==> src/rtl/ram_master_pkg.sv <==
// Shared types and constants for the RAM burst master and its read FIFO.
package ram_master_pkg;

    typedef enum logic [1:0] {
        IDLE  = 2'd0,
        WRITE = 2'd1,
        READ  = 2'd2,
        DRAIN = 2'd3
    } state_e;

    localparam int FIFO_DEPTH = 2;
    localparam int FIFO_CW    = $clog2(FIFO_DEPTH + 1);

endpackage

==> src/rtl/ram_rd_skid_fifo.sv <==
// Two-entry {last,data} FIFO; the head entry is a register that drives the
// read stream directly so held data never glitches under backpressure.
module ram_rd_skid_fifo
    import ram_master_pkg::*;
#(
    parameter int DWIDTH = 32
) (
    input  logic               clock,
    input  logic               reset,
    input  logic               push_i,
    input  logic               pushLast_i,
    input  logic [DWIDTH-1:0]  pushData_i,
    output logic               valid_o,
    input  logic               ready_i,
    output logic [DWIDTH-1:0]  data_o,
    output logic               last_o,
    output logic [FIFO_CW-1:0] count_o
);

    logic [DWIDTH-1:0]  headData_q, headData_d;
    logic [DWIDTH-1:0]  tailData_q, tailData_d;
    logic               headLast_q, headLast_d;
    logic               tailLast_q, tailLast_d;
    logic [FIFO_CW-1:0] count_q, count_d;
    logic               pop;

    assign valid_o = (count_q != '0);
    assign data_o  = headData_q;
    assign last_o  = headLast_q;
    assign count_o = count_q;
    assign pop     = valid_o & ready_i;

    // New words land in the head when it is free, otherwise behind it.
    always_comb begin
        headData_d = headData_q;
        headLast_d = headLast_q;
        tailData_d = tailData_q;
        tailLast_d = tailLast_q;
        count_d    = count_q;
        unique case ({push_i, pop})
            2'b10: begin
                if (count_q == '0) begin
                    headData_d = pushData_i;
                    headLast_d = pushLast_i;
                end else begin
                    tailData_d = pushData_i;
                    tailLast_d = pushLast_i;
                end
                count_d = count_q + FIFO_CW'(1);
            end
            2'b01: begin
                headData_d = tailData_q;
                headLast_d = tailLast_q;
                count_d    = count_q - FIFO_CW'(1);
            end
            2'b11: begin
                if (count_q == FIFO_CW'(1)) begin
                    headData_d = pushData_i;
                    headLast_d = pushLast_i;
                end else begin
                    headData_d = tailData_q;
                    headLast_d = tailLast_q;
                    tailData_d = pushData_i;
                    tailLast_d = pushLast_i;
                end
            end
            default: ;
        endcase
    end

    always_ff @(posedge clock) begin
        if (reset) begin
            headData_q <= '0;
            headLast_q <= 1'b0;
            tailData_q <= '0;
            tailLast_q <= 1'b0;
            count_q    <= '0;
        end else begin
            headData_q <= headData_d;
            headLast_q <= headLast_d;
            tailData_q <= tailData_d;
            tailLast_q <= tailLast_d;
            count_q    <= count_d;
        end
    end

endmodule

==> src/rtl/ram_burst_master.sv <==
// Burst initiator for a single-port synchronous-read RAM: one command becomes
// a run of consecutive word accesses fed from / delivered to valid/ready streams.
module ram_burst_master
    import ram_master_pkg::*;
#(
    parameter int AWIDTH = 3,
    parameter int DWIDTH = 32
) (
    input  logic              clock,
    input  logic              reset,
    input  logic              cmd_valid,
    output logic              cmd_ready,
    input  logic              cmd_write,
    input  logic [AWIDTH-1:0] cmd_addr,
    input  logic [AWIDTH-1:0] cmd_len,
    input  logic              wr_valid,
    output logic              wr_ready,
    input  logic [DWIDTH-1:0] wr_data,
    output logic              rd_valid,
    input  logic              rd_ready,
    output logic [DWIDTH-1:0] rd_data,
    output logic              rd_last,
    output logic              busy,
    output logic              done,
    output logic [AWIDTH-1:0] mem_addr,
    output logic [DWIDTH-1:0] mem_din,
    output logic              mem_we,
    input  logic [DWIDTH-1:0] mem_dout
);

    localparam int DEPTH = 1 << AWIDTH;

    state_e             state_q, state_d;
    logic [AWIDTH-1:0]  addr_q, addr_d;
    logic [AWIDTH-1:0]  cnt_q, cnt_d;
    logic               inflight_q, inflight_d;
    logic               inflightLast_q, inflightLast_d;
    logic               done_q, done_d;

    logic [AWIDTH-1:0]  addrNext;
    logic [FIFO_CW-1:0] fifoCount;
    logic [2:0]         occupancy;
    logic               fifoPop;
    logic               issue;
    logic               wrBeat;

    assign addrNext = AWIDTH'((32'(addr_q) + 32'd1) % DEPTH);
    assign fifoPop  = rd_valid & rd_ready;
    assign wrBeat   = wr_ready & wr_valid;

    ram_rd_skid_fifo #(.DWIDTH(DWIDTH)) u_fifo (
        .clock      (clock),
        .reset      (reset),
        .push_i     (inflight_q),
        .pushLast_i (inflightLast_q),
        .pushData_i (mem_dout),
        .valid_o    (rd_valid),
        .ready_i    (rd_ready),
        .data_o     (rd_data),
        .last_o     (rd_last),
        .count_o    (fifoCount)
    );

    always_ff @(posedge clock) begin
        if (reset) begin
            state_q        <= IDLE;
            addr_q         <= '0;
            cnt_q          <= '0;
            inflight_q     <= 1'b0;
            inflightLast_q <= 1'b0;
            done_q         <= 1'b0;
        end else begin
            state_q        <= state_d;
            addr_q         <= addr_d;
            cnt_q          <= cnt_d;
            inflight_q     <= inflight_d;
            inflightLast_q <= inflightLast_d;
            done_q         <= done_d;
        end
    end

    // The final read pop leaves the FIFO empty with nothing in flight, so it ends the drain.
    always_comb begin
        state_d        = state_q;
        addr_d         = addr_q;
        cnt_d          = cnt_q;
        inflight_d     = issue;
        inflightLast_d = issue && (cnt_q == '0);
        done_d         = 1'b0;
        unique case (state_q)
            IDLE: begin
                if (cmd_valid && cmd_ready) begin
                    addr_d  = cmd_addr;
                    cnt_d   = cmd_len;
                    state_d = cmd_write ? WRITE : READ;
                end
            end
            WRITE: begin
                if (wrBeat) begin
                    addr_d = addrNext;
                    cnt_d  = cnt_q - AWIDTH'(1);
                    if (cnt_q == '0) begin
                        state_d = IDLE;
                        done_d  = 1'b1;
                    end
                end
            end
            READ: begin
                if (issue) begin
                    addr_d = addrNext;
                    cnt_d  = cnt_q - AWIDTH'(1);
                    if (cnt_q == '0) state_d = DRAIN;
                end
            end
            DRAIN: begin
                if (fifoPop && rd_last) begin
                    state_d = IDLE;
                    done_d  = 1'b1;
                end
            end
            default: state_d = IDLE;
        endcase
    end

    // Reads only issue when the word they return is guaranteed a FIFO slot.
    always_comb begin
        occupancy = 3'(fifoCount) + 3'(inflight_q) - 3'(fifoPop);
        issue     = (state_q == READ) && (occupancy < 3'(FIFO_DEPTH));
        cmd_ready = (state_q == IDLE) && !done_q;
        busy      = (state_q != IDLE);
        wr_ready  = (state_q == WRITE);
        mem_we    = (state_q == WRITE) && wr_valid && !reset;
        mem_addr  = addr_q;
        mem_din   = wr_data;
        done      = done_q;
    end

endmodule
==> config.mk <==
export PLATFORM = sky130hd
export DESIGN_NAME = ram_burst_master
export DESIGN_NICKNAME = d
export VERILOG_FILES = /design/src/rtl/ram_master_pkg.sv /design/src/rtl/ram_rd_skid_fifo.sv /design/src/rtl/ram_burst_master.sv
export SDC_FILE = /design/constraint.sdc
export NUM_CORES = 1
export LEC_CHECK = 0
export CAP_MARGIN = 10
export CORE_ASPECT_RATIO = 0.8
export CORE_UTILIZATION = 45
export CTS_CLUSTER_SIZE = 24
export DETAILED_ROUTE_END_ITERATION = 8
export PLACE_DENSITY = 0.8
export SYNTH_ARGS = -nofsm -noshare
export SYNTH_HDL_FRONTEND = slang
export SYNTH_HIERARCHICAL = 1
export SYNTH_SLANG_ARGS = --single-unit
==> constraint.sdc <==
create_clock -name clock -period 4.5 [get_ports clock]
set_input_delay 0.675 -clock clock [delete_from_list [all_inputs] [get_ports clock]]
set_output_delay 0.675 -clock clock [all_outputs]
set_load 0.03 [all_outputs]
# ---- Word-level counts from Yosys, hierarchy flattened
# Index checks and enable logic that the tools add are counted.
dict set report totals {
  regBits 79
  inputBits 76
  out_inout_bits 74
  word_cells 91
}
dict set report classes {
  add_sub_neg 6
  order_cmp 1
  n_eq_ne 16
  muxes 33
  bitwise 2
  reduce_logical 22
}
# op n
set ops {}
lappend ops {{$mux W32} 4}
lappend ops {{$pmux W32 S3} 1}
lappend ops {{$pmux W32 S2} 1}
lappend ops {{$mux W3} 6}
lappend ops {{$pmux W3 S3} 2}
lappend ops {{$mux W2} 7}
lappend ops {{$ne A2 B2 Y1 const B} 6}
lappend ops {{$eq A2 B2 Y1 const B} 4}
lappend ops {{$pmux W2 S4} 1}
lappend ops {{$reduce_bool A2 Y1} 4}
lappend ops {{$logic_and A1 B1 Y1} 7}
lappend ops {{$mux W1} 7}
lappend ops {{$eq A2 B1 Y1 const B} 3}
lappend ops {{$ne A2 B1 Y1 const B} 3}
lappend ops {{$reduce_and A6 Y1} 1}
lappend ops {{$reduce_bool A3 Y1} 2}
lappend ops {{$logic_not A2 Y1} 2}
lappend ops {{$pmux W1 S2} 2}
lappend ops {{$pmux W2 S2} 1}
lappend ops {{$reduce_and A4 Y1} 1}
lappend ops {{$add A2 B1 Y3} 1}
lappend ops {{$add A3 B1 Y3 const B} 1}
lappend ops {{$logic_not A3 Y1} 1}
lappend ops {{$lt A3 B2 Y1 const B} 1}
lappend ops {{9 further kinds} 11}

# ---- Depth between registers and ports, before layout
dict set report logic_depth {
  depth_word 7
  depth_mapped 11
  ltp_nobuf 11
}

# ---- Hierarchy
# The synthesis kept the hierarchy.
# module n_inst cells_per_inst area_per_inst_um2 seq_area_each_um2
set by_module_without_submodules {}
lappend by_module_without_submodules {ram_rd_skid_fifo 1 371 3163.0 1361.3}
lappend by_module_without_submodules {ram_burst_master 1 122 1056.0 220.2}

# ---- Worst setup path before layout
# Ideal clock, no wire load.
dict set report synth_timing {
  kind {register -> register}
  start {register u_fifo.count_q[1], in the netlist u_fifo/count_o[1]}
  end {register cnt_q[1]}
  setup_time_ps 87
  t_arrival_ps 2939
  t_required_ps 4413
  path_slack_ps 1474
  stages_incl_launch_ff 12
  path_buffers 0
  period_less_slack_ps 3026
  cell_sequence {dfxtp_1 -> inv_1 -> ha_1 -> inv_1 -> and2_1 -> ha_1 -> nand2b_1 -> fa_1 -> xnor2_2 -> o221ai_2 -> or4_1 -> o31ai_1}
}
dict set report synth_via {
  elab_chain_len 7
  elab_cells_between_ends 8
  cone_classes {2 x add/sub; 1 x order compare; 1 x eq/ne; 1 x bitwise; 3 x reduce/logical}
}
# item line
set synth_lines {}
lappend synth_lines {{from (decl)} ram_rd_skid_fifo.sv:24} ;# logic [FIFO_CW-1:0] count_q, count_d;
lappend synth_lines {{from (signal assigned)} ram_rd_skid_fifo.sv:83} ;# count_q <= count_d;
lappend synth_lines {{$reduce_bool A2 Y1} ram_rd_skid_fifo.sv:27} ;# assign valid_o = (count_q != '0);
lappend synth_lines {{named net rd_valid} ram_burst_master.sv:19} ;# output logic rd_valid,
lappend synth_lines {{$and A1 B1 Y1} ram_burst_master.sv:48} ;# assign fifoPop = rd_valid & rd_ready;
lappend synth_lines {{$sub A3 B1 Y3} ram_burst_master.sv:127} ;# occupancy = 3'(fifoCount) + 3'(inflight_q) - 3'(fifoPop);
lappend synth_lines {{$lt A3 B2 Y1} ram_burst_master.sv:128} ;# issue = (state_q == READ) && (occupancy < 3'(FIFO_DEPTH));
lappend synth_lines {{$logic_and A1 B1 Y1} ram_burst_master.sv:128}
lappend synth_lines {{$ne A2 B2 Y1 (no source line)} -}
lappend synth_lines {{$reduce_and A4 Y1 (no source line)} -}
lappend synth_lines {{to (signal assigned)} ram_burst_master.sv:75} ;# cnt_q <= cnt_d;
lappend synth_lines {{to (decl)} ram_burst_master.sv:35} ;# logic [AWIDTH-1:0] cnt_q, cnt_d;
# The timed path passes the listed nets, and every way through them passes these cells.
# A chain may end at the register's enable or synchronous reset.

# ---- Worst setup path after layout
dict set report layout_timing {
  start {register u_fifo.count_q[1], in the netlist u_fifo/count_o[1]}
  end {register cnt_q[1]}
}
dict set report layout_via {
  elab_chain_len 7
  elab_cells_between_ends 8
  cone_classes {2 x add/sub; 1 x order compare; 1 x eq/ne; 1 x bitwise; 3 x reduce/logical}
}
# item line
set layout_lines {}
lappend layout_lines {{parallel branches: the longest is 2 deep, another holds $add A2 B1 Y3} -}
lappend layout_lines {{$sub A3 B1 Y3 (*)} ram_burst_master.sv:127}
lappend layout_lines {{$lt A3 B2 Y1 (*)} ram_burst_master.sv:128}
lappend layout_lines {{$logic_and A1 B1 Y1 (*)} ram_burst_master.sv:128}
lappend layout_lines {{$ne A2 B2 Y1 (no source line) (*)} -}
lappend layout_lines {{$reduce_and A4 Y1 (no source line) (*)} -}
# Every way passes the cells marked *.

==> results by group <==
Yosys
  • Async SR Flop Fraction: 0
  • Prevailing post-synth register cell: dfxtp_1
  • Count of different cell masters after synthesis: 47
  • Mean post-synth cell area: 8.56 µm²
  • Post-synth EDFFs: 0
  • #FFs+latches synth: between 70 and 80
  • Syn Inst Count: 493
  • YS warnings: 6
  • Cell area after synthesis: between 4000 and 5000 µm²
  • Post-synth net total: between 500 and 600
  • Sequential-to-total area share from yosys stat: 0.375

STA
  • Fmax: just over 300 MHz
  • Setup Skew: roughly 7.1 ps
  • Worst-margin pin slew: between 1000 and 1500 ps
  • Min cycle time layout: about 3200 ps
  • Slew headroom: 0.234
  • # setup viols final: 0
  • TNS Setup: 0 ps
  • Fin crit share: 0.714
  • Setup WS post-layout: 1290 ps
  • RSZ-0062 raised after global routing: no
  • Final-report hold violation count: 0
  • Max Slew Vio Count: 0

Floorplanning
  • Number of I/O pins: 150
  • Core area: 9080 µm²
  • Die height: around 90 µm
  • Initial Util: 0.465
  • FP Rows: 31
  • Total die area: ~9800 µm²
  • Chip Width: roughly 110 µm

Routing
  • DRC: 0
  • Met2 wire length: roughly 5.3 mm
  • DRT antenna net count: 0
  • Wirelength per Cell: roughly 17 µm
  • Top Metal Used: met4
  • Post-route met1 wirelength: 4.51 mm
  • Routed WL: ~11 mm
  • 1st-pass router iterations: 5
  • Via-to-Cell Ratio: 6.02
  • Met3 Wirelength: a little under 800 µm
  • Via count: 3843
  • Initial DRC count: 305

GRT
  • Initial antenna violation count: 0
  • Vias in the first global route: between 3000 and 4000
  • Largest net degree at the start of global routing: 83
  • GRT Util Overall: 0.224
  • Gr ovfl total: 0
  • First-pass GRT wire length: about 17 mm

CTS
  • Post-CTS Setup Inserts: 0
  • Clock root buffer master: clkbuf_16
  • Hold Buf Count CTS: 0
  • CTS tree: built
  • Clk_lat worst skew: 330 ps
  • CTS Buf Count: 9
  • Post-cts repair resize count: 0
  • Clock transition at path regs: approximately 60 ps
  • Sink Count: between 70 and 80
  • H-tree Lvls: 3
  • Clk buf depth: 2

Power
  • Clk pwr share: 0.234
  • Sw Ratio: 0.400
  • Switching pwr: ~1200 µW
  • PwrDens: between 500 and 600 nW/µm²
  • Peak VDD IR: 0.000272 V
  • Comb power frac: 0.447
  • Internal power: 1820 µW
  • Pleak: roughly 0.0017 µW
  • Sequential share of power: 0.319

Final layout
  • Fin util: 0.560
  • Register area: 1580 µm²
  • Final Cell Area: around 5100 µm²
  • FILL cells: between 800 and 900
  • Share of cells above drive strength 1: 0.105
  • Inserted Diodes: 0
  • Area of the multi-input gates: between 2000 and 2500 µm²
  • Layout Nets: between 600 and 700
  • Final Non-Filler Cells: between 600 and 700
  • Synth-to-Final Area Change: 20.4%

Worst setup path
  • CP max-delay cell: or4_1
  • Critical Path Start Type: flop
  • Crit path DAT: between 3000 and 4000 ps
  • Endpoint type of the worst setup path: flop
  • Crit-path max cell delay: about 540 ps
  • CP required: 4730 ps
  • Largest fanout on the critical path: 7
  • Setup Crit Path Kind: reg -> reg
  • Critical Path, Cell by Cell: inv_1 -> ha_1 -> inv_1 -> and2_1 -> ha_1 -> nand2b_1 -> fa_1 -> xnor2_2 -> o221ai_2 -> or4_1 -> o31ai_1

Placement
  • Routability cong.: ~0.83
  • Worst slack at placement: between 1000 and 1500 ps
  • Placed Area: roughly 4800 µm²
  • Port Buffer Count: 85
  • HPWL Detailed: slightly below 7 mm
  • DP Cell Count: between 600 and 700

Status
  • Run status: finished clean

Job
  • MaxCap Viol Count: 0

Min path
  • Hold/Removal Path Class: reg -> reg
## stage by stage
step           hold slack [ps]  total power [µW]
2_1_floorplan              437              2000
3_3_place_gp               456              2260
3_5_place_dp               460              2320
4_1_cts                    475              3030
5_1_grt                    485              3200
6_report                   473              3030
## kinds of logic after synthesis
| logic type | after synthesis | share of synthesized area |
|---|---|---|
| and+or+nand+nor | 142 | 0.170 |
| DFF | 79 | 0.375 |
| buffers and inverters | 90 | 0.126 |
| AOI/OAI and AO/OA | 156 | 0.253 |
| adders and majority gates | 17 | 0.0522 |
| xor gates and xnor gates | 3 | 0.00801 |
| muxes | 6 | 0.0154 |
## flip-flops by register name (all words and copies together) (netlist names)
name / flops
u_fifo/data_o: 32
u_fifo/tailData_q: 32
cnt_q: 3
mem_addr: 3
state_q: 2
u_fifo/count_o: 2
done: 1
inflightLast_q: 1
inflight_q: 1
u_fifo/last_o: 1
u_fifo/tailLast_q: 1
## cell usage after synthesis, types with 2 or more instances
library cell,number,share of area
buf_4,35,0.062
mux2i_1,5,0.012
a21oi_1,36,0.043
buf_6,5,0.013
nand2_1,6,0.0053
or2_2,2,0.0030
nor2b_1,8,0.012
o21ai_0,62,0.074
nor4_1,2,0.0030
nor2_1,31,0.028
a311oi_2,12,0.043
clkbuf_1,26,0.023
o31ai_1,3,0.0053
o21ai_1,6,0.0071
nand2b_1,6,0.0089
a211o_2,2,0.0047
ha_1,16,0.047
dfxtp_1,79,0.37
a311oi_1,21,0.044
o41ai_1,2,0.0042
xor2_1,2,0.0042
nor2_2,10,0.015
o311ai_0,4,0.0083
buf_2,8,0.0095
nand3_1,68,0.081
inv_1,15,0.013
## placed cells by master, fill, tap and decap left out, types with 8 or more instances in the layout
cell type / count
a21oi_1: 36
nor2_1: 30
inv_1: 15
a311oi_1: 21
dfxtp_1: 79
nor2b_1: 8
ha_1: 16
nand3_1: 68
clkbuf_16: 9
nor2_2: 11
o21ai_0: 62
a311oi_2: 12
clkdlybuf4s50_1: 84
## worst max-delay path, delay by kind of cell, from the launching register on
kind	cells	cell delay (ps)
xor gates and xnor gates	1	220
AOI/OAI and AO/OA	2	280
DFF	1	380
adders and majority gates	3	1060
buffers and inverters	2	290
and+or+nand+nor	3	890
## layer usage
| layer | vias up | track usage |
|---|---|---|
| met2 | 180 | 0.379 |
| li1 | 1803 | - |
| met1 | 1832 | 0.270 |
| met4 | 0 | 0.105 |
| met5 | - | 0 |
| met3 | 28 | 0.0538 |
## worst paths after layout
kind	start	end	cells after the start	slack (ps)
setup / recovery	u_fifo/count_o[1]	cnt_q[1]	11	1290
hold / removal	u_fifo/tailData_q[19]	u_fifo/tailData_q[19]	2	470
setup reg to reg	u_fifo/count_o[1]	cnt_q[1]	11	1290
hold reg to reg	u_fifo/tailData_q[19]	u_fifo/tailData_q[19]	2	470
## power groups by stage
stage	Sequential [µW]	Clock [µW]	Combinational, µW
after floorplan	1140	0	857
after global placement	970	0	1290
after detailed placement	979	0	1340
after CTS	967	719	1350
after global routing	985	745	1470
final	968	709	1350
## cell type report
cell class | instances | area share
Multi-Input combinational cell | 324 | 0.415
Sequential cell | 79 | 0.311
Timing Repair Buffer | 90 | 0.178
Clock buffer | 10 | 0.0451
Tap cell | 115 | 0.0283
Clock inverter | 5 | 0.0116
Inverter | 15 | 0.0111
No activity file was read; power rests on OpenSTA's default activity.
